==> src/rtl/wb_macro_splitter.sv <==
// Wishbone classic router: one host slave port fanned out to NUM_MACROS
// macro slave ports, one transaction in flight, with decode-miss and
// timeout error responses.
module wb_macro_splitter #(
    parameter int unsigned NUM_MACROS = 4,
    parameter int unsigned SEL_LSB    = 16,
    parameter int unsigned SEL_BITS   = 2,
    parameter int unsigned TIMEOUT    = 255,
    parameter logic [31:0] ERR_DATA   = 32'hDEAD_BEEF
) (
    input  logic                     wb_clk_i,
    input  logic                     wb_rst_ni,
    input  logic                     wbs_cyc_i,
    input  logic                     wbs_stb_i,
    input  logic                     wbs_we_i,
    input  logic [3:0]               wbs_sel_i,
    input  logic [31:0]              wbs_adr_i,
    input  logic [31:0]              wbs_dat_i,
    output logic                     wbs_ack_o,
    output logic [31:0]              wbs_dat_o,
    output logic [NUM_MACROS-1:0]    m_cyc_o,
    output logic [NUM_MACROS-1:0]    m_stb_o,
    output logic                     m_we_o,
    output logic [3:0]               m_sel_o,
    output logic [31:0]              m_adr_o,
    output logic [31:0]              m_dat_o,
    input  logic [NUM_MACROS-1:0]    m_ack_i,
    input  logic [32*NUM_MACROS-1:0] m_dat_i,
    output logic                     timeout_o,
    output logic [7:0]               err_cnt_o,
    output logic [3:0]               last_idx_o
);

    localparam logic [1:0] ST_IDLE = 2'd0;
    localparam logic [1:0] ST_REQ  = 2'd1;
    localparam logic [1:0] ST_RESP = 2'd2;

    logic [1:0]            state_q, state_d;
    logic [7:0]            cnt_q, cnt_d;
    logic [3:0]            idx_q, idx_d;
    logic [NUM_MACROS-1:0] strb_q, strb_d;
    logic                  we_q, we_d;
    logic [3:0]            sel_q, sel_d;
    logic [31:0]           adr_q, adr_d;
    logic [31:0]           mdat_q, mdat_d;
    logic [31:0]           rdat_q, rdat_d;
    logic                  tout_q, tout_d;
    logic [7:0]            err_q, err_d;

    logic [3:0]            req_idx;
    logic                  req_hit;
    logic                  ack_sel;
    logic [31:0]           dat_sel;

    // Macro index of the incoming host address and whether a port exists for it
    always_comb begin
        req_idx = 4'(wbs_adr_i[SEL_LSB +: SEL_BITS]);
        req_hit = 32'(req_idx) < NUM_MACROS;
    end

    // Select ack and read data of the macro currently addressed
    always_comb begin
        ack_sel = 1'b0;
        dat_sel = '0;
        for (int unsigned k = 0; k < NUM_MACROS; k++) begin
            if (idx_q == 4'(k)) begin
                ack_sel = m_ack_i[k];
                dat_sel = m_dat_i[32*k +: 32];
            end
        end
    end

    // Transaction FSM: accept in IDLE, wait for ack/timeout/abort in REQ, ack host in RESP
    always_comb begin
        state_d = state_q;
        cnt_d   = cnt_q;
        idx_d   = idx_q;
        strb_d  = strb_q;
        we_d    = we_q;
        sel_d   = sel_q;
        adr_d   = adr_q;
        mdat_d  = mdat_q;
        rdat_d  = rdat_q;
        tout_d  = tout_q;
        err_d   = err_q;
        case (state_q)
            ST_IDLE: begin
                if (wbs_cyc_i && wbs_stb_i) begin
                    adr_d  = wbs_adr_i;
                    mdat_d = wbs_dat_i;
                    we_d   = wbs_we_i;
                    sel_d  = wbs_sel_i;
                    idx_d  = req_idx;
                    if (req_hit) begin
                        for (int unsigned k = 0; k < NUM_MACROS; k++) begin
                            strb_d[k] = (req_idx == 4'(k));
                        end
                        cnt_d   = '0;
                        state_d = ST_REQ;
                    end else begin
                        rdat_d  = ERR_DATA;
                        err_d   = (err_q == 8'hFF) ? err_q : err_q + 8'd1;
                        state_d = ST_RESP;
                    end
                end
            end
            ST_REQ: begin
                // host abort wins over a coincident macro ack or timeout
                if (!wbs_cyc_i) begin
                    strb_d  = '0;
                    state_d = ST_IDLE;
                end else if (ack_sel) begin
                    rdat_d  = dat_sel;
                    strb_d  = '0;
                    state_d = ST_RESP;
                end else if (cnt_q == 8'(TIMEOUT)) begin
                    strb_d  = '0;
                    rdat_d  = ERR_DATA;
                    tout_d  = 1'b1;
                    err_d   = (err_q == 8'hFF) ? err_q : err_q + 8'd1;
                    state_d = ST_RESP;
                end else begin
                    cnt_d = cnt_q + 8'd1;
                end
            end
            ST_RESP: begin
                state_d = ST_IDLE;
            end
            default: begin
                state_d = ST_IDLE;
            end
        endcase
    end

    // State registers, all cleared asynchronously
    always_ff @(posedge wb_clk_i or negedge wb_rst_ni) begin
        if (!wb_rst_ni) begin
            state_q <= ST_IDLE;
            cnt_q   <= '0;
            idx_q   <= '0;
            strb_q  <= '0;
            we_q    <= 1'b0;
            sel_q   <= '0;
            adr_q   <= '0;
            mdat_q  <= '0;
            rdat_q  <= '0;
            tout_q  <= 1'b0;
            err_q   <= '0;
        end else begin
            state_q <= state_d;
            cnt_q   <= cnt_d;
            idx_q   <= idx_d;
            strb_q  <= strb_d;
            we_q    <= we_d;
            sel_q   <= sel_d;
            adr_q   <= adr_d;
            mdat_q  <= mdat_d;
            rdat_q  <= rdat_d;
            tout_q  <= tout_d;
            err_q   <= err_d;
        end
    end

    assign wbs_ack_o  = (state_q == ST_RESP);
    assign wbs_dat_o  = rdat_q;
    assign m_cyc_o    = strb_q;
    assign m_stb_o    = strb_q;
    assign m_we_o     = we_q;
    assign m_sel_o    = sel_q;
    assign m_adr_o    = adr_q;
    assign m_dat_o    = mdat_q;
    assign timeout_o  = tout_q;
    assign err_cnt_o  = err_q;
    assign last_idx_o = idx_q;

endmodule

==> config.mk <==
export PLATFORM = sky130hd
export DESIGN_NAME = wb_macro_splitter
export DESIGN_NICKNAME = d
export VERILOG_FILES = /design/src/rtl/wb_macro_splitter.sv
export SDC_FILE = /design/constraint.sdc
export NUM_CORES = 1
export LEC_CHECK = 0
export ABC_AREA = 0
export CORE_ASPECT_RATIO = 0.75
export CORE_UTILIZATION = 35
export CTS_CLUSTER_DIAMETER = 40
export CTS_CLUSTER_SIZE = 10
export DETAILED_ROUTE_END_ITERATION = 10
export PLACE_DENSITY = 0.85
export SYNTH_ARGS = -nofsm -noshare
export SYNTH_HDL_FRONTEND = slang
export SYNTH_SLANG_ARGS = --single-unit
==> constraint.sdc <==
create_clock -name wb_clk_i -period 2.2 [get_ports wb_clk_i]
set_input_delay 0.44 -clock wb_clk_i [delete_from_list [all_inputs] [get_ports wb_clk_i]]
set_output_delay 0.44 -clock wb_clk_i [all_outputs]
set_load 0.01 [all_outputs]
* Word-level counts from Yosys, hierarchy flattened *
Index checks and enable logic that the tools add are counted.

cells by class
  add/subtract/negate cells = 2
  eq/ne operators = 15
  multiplexer cells = 25
  bitwise operators = 2
  reduce and logical (&&, ||, !) cells = 13

operators by type and width
  kind                                                                   count
  32-bit two-way mux                                                     6
  8-bit two-way mux                                                      4
  8-bit by 1-bit adder with 8-bit output, second input constant          2
  8-bit equality test, second input constant                             2
  4-bit two-way mux                                                      4
  8-bit case mux with 2 select lines                                     1
  2-bit equality test, second input constant                             5
  5-bit AND reduction                                                    2
  4-bit logical NOT                                                      2
  2-bit two-way mux                                                      4
  2-bit != test, second input constant                                   4
  4-bit case mux with 2 select lines                                     1
  2-bit by 1-bit equality test with 1-bit output, second input constant  3
  3-bit AND reduction                                                    2
  1-bit two-way mux                                                      4
  4-bit != test, second input constant                                   1
  2-bit case mux with 2 select lines                                     1
  2-bit AND reduction                                                    2
  4-bit AND reduction                                                    1
  2-bit nonzero test                                                     2
  2-bit logical NOT                                                      1
  1-bit inverter                                                         2
  1-bit logical AND                                                      1

word-level totals
  bits in registers = 126
  input bits = 205
  output and inout bits = 123
  logic and storage cells = 68

* Depth between registers and ports, before layout *
Gate-level depths: netlist of the first run.

  word-level depth = 8
  mapped depth = 8
  mapped depth without buffers = 6

* Worst setup path after synthesis of the first run *
No wires, ideal clock.

  path type = register to register
  start = register m_adr_o[16] (netlist name)
  end = register err_q[1], in the netlist err_cnt_o[1]
  library setup time = 0.125 ns
  arrival = 2.241 ns
  required time = 2.075 ns
  setup slack = -0.166 ns
  stages on the path, launching flop included = 7
  path buffers = 2
  clock period less this slack = 2.366 ns
  cells stage by stage = dfrtp_1 buf_6 mux4_2 or4_4 buf_6 nor2_1 mux2_2

RTL lines
  item                  line  source
  end signal, assigned  160   err_q <= err_d;
  end, declared         48    logic [7:0] err_q, err_d;

==> flow_summary.ini, run 1 <==
[drt]
dr.pass1.iters = 7
vias = 5374
drcViolationCount = 0
antenna_left = 0
routed_via_density = 4.91
first_iter_violations = 264
route.detailed.wl_per_inst_um = 16.9
routed_wirelength_um = 18500

[yosys]
synthTopCellsByArea = dfrtp_1, nand2_1, mux4_2, o22a_1, clkbuf_1
yosysSeqAreaShare_pct = 53.9
syn-instance-count = 539
synth_top_area_share_pct = 53.9
synth_seq_cells = 124
yosys.area.top_type = dfrtp_1
syn_avg_cell_area_um2 = 10.7
yosysWarnings = 0
syn-cell-area_mm2 = 0.00575
synth_cell_types = 41

[grt]
grt_max_degree = 63
grt_pass1_vias = 5541
grt_pass1_wl_um = 29300
grt_usage_pct = 22.6
grt_remaining_overflow = 0
antenna_found_initial = 0

[clock_network]
post_cts_buffers = 0
htreeDepth = 4
cts_buffers = 17
cts-root-buf = clkbuf_16
clock_sinks = 124
cts_tree = done
clock_latency_ns = 0.40
clk_pin_slew_worst_paths_ns = 0.06
cts_max_path_buffers = 2

[power_and_ir_drop]
finalPower_mw = 12.5
p_switching_mw = 4.08
pwr-share-clk_pct = 22.1
pwr-share-seq_pct = 31.1
p_sw_share_pct = 32.6
pwr_density_cell_mw_per_mm2 = 1250
comb_power_share_pct = 46.8
leakage_nw = 4.39
power.internal_mw = 8.43
peakVddDrop_mv = 0.539

[timing]
fin_ws_ns = 0.0734
setup_viol_count_final = 0
layout_worst_path_cycle_share_pct = 96.7
skew_ns = 0.0113
max_freq_mhz = 470
rsz0062_at_grt = false
relSlewSlack_pct = 56.7
tightest_slew_ns = 0.646
period_minus_slack_ns = 2.13
setup_tns_ns = 0
maxSlewViolCount = 0
hold_viol = 0

[floorplan]
dieArea_mm2 = 0.0170
ios = 328
dieWidth_um = 150
initial_core_util_pct = 35.8
die_h_um = 113
rows = 40
core_mm2 = 0.0161

[placement]
gp_congestion = 0.831
dp_hpwl_um = 14200
dp_worst_setup_slack_ns = -0.391
place_area_mm2 = 0.00937
port_buffers = 325

[final_layout]
final_common_cell = clkdlybuf4s50_1
area.sequential_mm2 = 0.00310
layout_common_cells = clkdlybuf4s50_1, nand2_1, dfrtp_1
fill_cells = 1307
finalNetCount = 1079
syn2layout_area_growth_pct = 74.6
final_cell_area_mm2 = 0.0100
drive_gt1_share_pct = 12.1
multi_input_area_mm2 = 0.00247
antenna_cells = 0
utilization_pct = 62.5

[critical_path]
path_class = reg -> out
worst_ep_required_time_ns = 1.76
worst_path_largest_cell_delay_ns = 0.59
crit_family = buffers and inverters
worstPathArrival_ns = 1.69
critical_path.cell_chain = buf_8 > clkdlybuf4s50_1
start_kind = flop
rrSetupSlack_ns = 0.12
crit-reg2reg-launch = m_adr_o[16]
slowest_stage = clkdlybuf4s50_1
r2r_cells = 4
crit_fanout = 23
path_buf_inv = 2
r2r_end = err_cnt_o[6]
cp-end-kind = primary output

[status]
status = finished clean

[worst_hold_path]
hold_depth = 2
hold_path_class = reg -> reg
hold_end = m_adr_o[26]
hp-start = m_adr_o[26]

[flow_run]
max_cap_violations = 0
sequential cells by signal (all words and copies together) (netlist names):
register / flops
m_sel_o: 4
m_we_o: 1
timeout_o: 1
err_cnt_o: 8
m_adr_o: 32
m_dat_o: 32
state_q: 2
m_cyc_o: 4
wbs_dat_o: 32
cnt_q: 8
worst register-to-register path: cells and delay by family, from the launching register on:
kind	cells	cell delay, ns
multiplexers	1	0.53
flip-flops	1	0.42
AND/OR/NAND/NOR	2	0.89
XOR/XNOR	1	0.17
synth_stat cells (all sizes together):
cell type / number
nand2b: 3
clkbuf: 25
o2111ai: 2
or3b: 1
inv: 6
nand4: 3
o22ai: 2
nor2: 7
o31a: 1
dfrtp: 124
nor4b: 3
o311ai: 2
or2: 1
nand2: 219
a21o: 2
conb: 1
o32ai: 1
o211ai: 1
buf: 14
ha: 2
mux4: 33
nor2b: 2
nand3: 16
or4: 2
xor2: 6
and3: 3
mux2: 3
a22o: 8
nor3: 4
o22a: 25
a21oi: 2
nand3b: 3
o32a: 1
a22oi: 1
nor3b: 1
a31oi: 3
o21ai: 6
stage by stage:
stage               instances  hold slack (ns)
global route             1095            0.490
detailed placement       1061            0.377
CTS                      1095            0.475
floorplan                 540            0.144
global placement         1061            0.378
finish                   1095            0.473
worst max-delay path by stage:
stage / start / endpoint / cells past startpoint
after floorplan: m_adr_o[16] / err_cnt_o[1] / 6
after global placement: m_ack_i[0] / err_cnt_o[1] / 5
after detailed placement: m_ack_i[0] / err_cnt_o[6] / 5
after CTS: m_adr_o[17] / last_idx_o[1] / 2
after global routing: m_ack_i[0] / err_cnt_o[7] / 5
final: m_adr_o[17] / last_idx_o[1] / 2
timing repair:
item	in CTS	in global routing
gates cloned	1	0
endpoints found under the setup margin	4	2
endpoints found under the hold margin	22	0
hold buffers	1	0
gates resized for setup	7	3
layout make-up:
| cell class | instances | area share, % |
|---|---|---|
| clock buffers | 19 | 4.51 |
| clock inverters | 13 | 1.42 |
| inverters | 6 | 0.224 |
| multi-input cells | 371 | 24.6 |
| flip-flops and latches | 124 | 30.9 |
| well taps | 210 | 2.62 |
| repair buffers | 352 | 35.8 |
layer usage:
metal  up-vias  part of all wire (%)  global-route usage (%)
met5         -                     0                       0
met4         0                   1.3                    6.40
met3        16                   6.5                    5.60
met2       211                    51                    38.8
met1      2620                    41                    28.4
li1       2527                     -                       -
logic make-up after synthesis:
family | Yosys count | synth area share (%)
and+or+nand+nor | 268 | 19.6
DFF | 124 | 53.9
xor gates and xnor gates | 6 | 0.913
other | 1 | 0.0652
adders and majority gates | 2 | 0.435
muxes | 36 | 13.5
AOI/OAI and AO/OA | 57 | 7.87
buffers and inverters | 45 | 3.72
power by group through the flow:
stage | clock network [mW] | registers (mW) | logic (mW)
3_5_place_dp | 0 | 3.91 | 5.78
6_report | 2.77 | 3.88 | 5.86
2_1_floorplan | 0 | 4.29 | 2.18
5_1_grt | 2.95 | 4.00 | 6.29
4_1_cts | 2.83 | 3.89 | 5.93
3_3_place_gp | 0 | 3.86 | 5.67
(Power assumes the default switching activity.)
==> run 2: changes to the inputs <==
--- a/config.mk
+++ b/config.mk
@@ -11,7 +11,7 @@
 export CTS_CLUSTER_DIAMETER = 40
 export CTS_CLUSTER_SIZE = 10
 export DETAILED_ROUTE_END_ITERATION = 10
-export PLACE_DENSITY = 0.85
+export PLACE_DENSITY = 0.78
 export SYNTH_ARGS = -nofsm -noshare
 export SYNTH_HDL_FRONTEND = slang
 export SYNTH_SLANG_ARGS = --single-unit
==> run 2 against run 1 <==
  * Worst setup slack better by 0.054 ns
  * Sequential share of layout area up 0.097 points
  * Hold slack worse by 0.0019 ns
  * Utilization down 0.17 points
  * Critical path depth up 2
  * Design area down 0.27%
  * Non-clock buffer count up 2
  * Critical path type is now reg -> reg
  * Largest power group unchanged
  * Highest routed layer unchanged
==> flow_summary.ini, run 2 (synthesis results as in run 1) <==
[status]
status = finished clean

[placement]
dp_hpwl_um = 13800
gp_congestion = 0.863
port_buffers = 325
place_area_mm2 = 0.00939

[final_layout]
finalNetCount = 1081
final_cell_area_mm2 = 0.0100
layout_common_cells = clkdlybuf4s50_1, nand2_1, dfrtp_1
antenna_cells = 0
utilization_pct = 62.4
final_common_cell = clkdlybuf4s50_1
drive_gt1_share_pct = 12.1
syn2layout_area_growth_pct = 74.1

[critical_path]
worst_ep_required_time_ns = 2.49
cp-end-kind = flop
path_buf_inv = 0
r2r_end = err_cnt_o[1]
path_class = reg -> reg
worst_path_largest_cell_delay_ns = 0.54
r2r_cells = 4
crit-reg2reg-launch = m_adr_o[16]
critical_path.cell_chain = mux4_2 > or4_4 > nor2_4 > mux2_2
rrSetupSlack_ns = 0.13
crit_cells = 4
slowest_stage = mux4_2
crit_fanout = 9
start_kind = flop
crit_family = multiplexers
worstPathArrival_ns = 2.36

[clock_network]
post_cts_resized = 0
cts-root-buf = clkbuf_16
cts_buffers = 17
cts_max_path_buffers = 2
post_cts_buffers = 0
htreeDepth = 4
clk_pin_slew_worst_paths_ns = 0.06
clock_latency_ns = 0.40
clock_sinks = 124
cts_tree = done

[drt]
vias = 5382
routed_via_density = 4.91
first_iter_violations = 262
routed_wirelength_um = 18000
drcViolationCount = 0
route.detailed.wl_per_inst_um = 16.4
antenna_left = 0
dr.pass1.iters = 5

[power_and_ir_drop]
peakVddDrop_mv = 0.633
pwr-share-seq_pct = 31.2
power.internal_mw = 8.44
leakage_nw = 4.38
p_sw_share_pct = 32.1
finalPower_mw = 12.4
pwr_density_cell_mw_per_mm2 = 1240
comb_power_share_pct = 46.4
p_switching_mw = 3.98
pwr-share-clk_pct = 22.3

[timing]
setup_viol_count_final = 0
tightest_slew_ns = 0.949
max_freq_mhz = 482
hold_viol = 0
maxSlewViolCount = 0
setup_tns_ns = 0
relSlewSlack_pct = 36.2
skew_ns = 0.00894
layout_worst_path_cycle_share_pct = 94.2
period_minus_slack_ns = 2.07

[grt]
grt_max_degree = 48
grt_usage_pct = 21.8
grt_pass1_vias = 5495
antenna_found_initial = 0
grt_pass1_wl_um = 28200
grt_remaining_overflow = 0

[flow_run]
max_cap_violations = 0

[floorplan]
initial_core_util_pct = 35.8
core_mm2 = 0.0161
ios = 328
dieWidth_um = 150
dieArea_mm2 = 0.0170
rows = 40
die_h_um = 113

[worst_hold_path]
hold_depth = 2
hold_path_class = reg -> reg
hold_end = m_adr_o[24]
hp-start = m_adr_o[24]
run 2: changes by cell type in the layout (fill, tap and decap cells not counted), moves of 2 or more:
cell             before  now
buf_4                17   21
clkinv_2              2    5
clkinvlp_4            5    2
clkdlybuf4s50_1     322  324
dlygate4sd2_1         2    0
run 2: how the worst max path moves through the flow:
stage | endpoint | from | slack [ns]
after floorplan | err_cnt_o[1] | m_adr_o[16] | 0.02
after global placement | err_cnt_o[1] | m_ack_i[3] | -0.25
after detailed placement | err_cnt_o[6] | m_ack_i[3] | -0.28
after CTS | last_idx_o[0] | m_adr_o[16] | 0.02
after global routing | err_cnt_o[7] | m_adr_o[16] | -0.008
final | err_cnt_o[1] | m_adr_o[16] | 0.13
run 2: power by group through the flow:
stage,Combinational [mW],Sequential (mW),Clock [mW]
floorplan,2.18,4.29,0
global placement,5.69,3.85,0
detailed placement,5.77,3.90,0
CTS,5.79,3.88,2.84
global route,6.22,4.00,2.95
finish,5.77,3.88,2.78
run 2: worst register-to-register path, cell delays in order, from the launching register on:
cell	delay (ns)
dfrtp_2	0.43
mux4_2	0.54
or4_4	0.53
nor2_4	0.13
mux2_2	0.33
run 2: cell type report:
type	count	area, um2
fillers	1307	6050
repair buffers	354	3580
flip-flops and latches	124	3110
multi-input cells	371	2460
clock buffers	19	443
well taps	210	263
clock inverters	12	148
inverters	6	22.5
run 2: metrics by stage:
step,hold slack [ns],std cells,worst slack [ns]
3_3_place_gp,0.423,1063,-0.252
3_5_place_dp,0.428,1063,-0.279
2_1_floorplan,0.144,540,0.0189
4_1_cts,0.475,1095,0.0241
6_report,0.471,1096,0.127
5_1_grt,0.489,1096,-0.00769
run 2: repair_timing:
item | CTS | global route
endpoints found under the setup margin | 0 | 2
hold endpoints to repair | 10 | 0
hold buffers | 1 | 0
run 2: metal layers:
layer,GRT usage [%],share of wire (%)
met1,27.5,42
met2,36.0,49
met3,5.77,7.0
met4,7.68,1.6
met5,0,0
==> run 3: changes to the inputs <==
--- a/config.mk
+++ b/config.mk
@@ -5,7 +5,7 @@
 export SDC_FILE = /design/constraint.sdc
 export NUM_CORES = 1
 export LEC_CHECK = 0
-export ABC_AREA = 0
+export CAP_MARGIN = 5
 export CORE_ASPECT_RATIO = 0.75
 export CORE_UTILIZATION = 35
 export CTS_CLUSTER_DIAMETER = 40
==> results of run 3 <==
The final DEF is identical to that of run 2; final timing and power are the same.
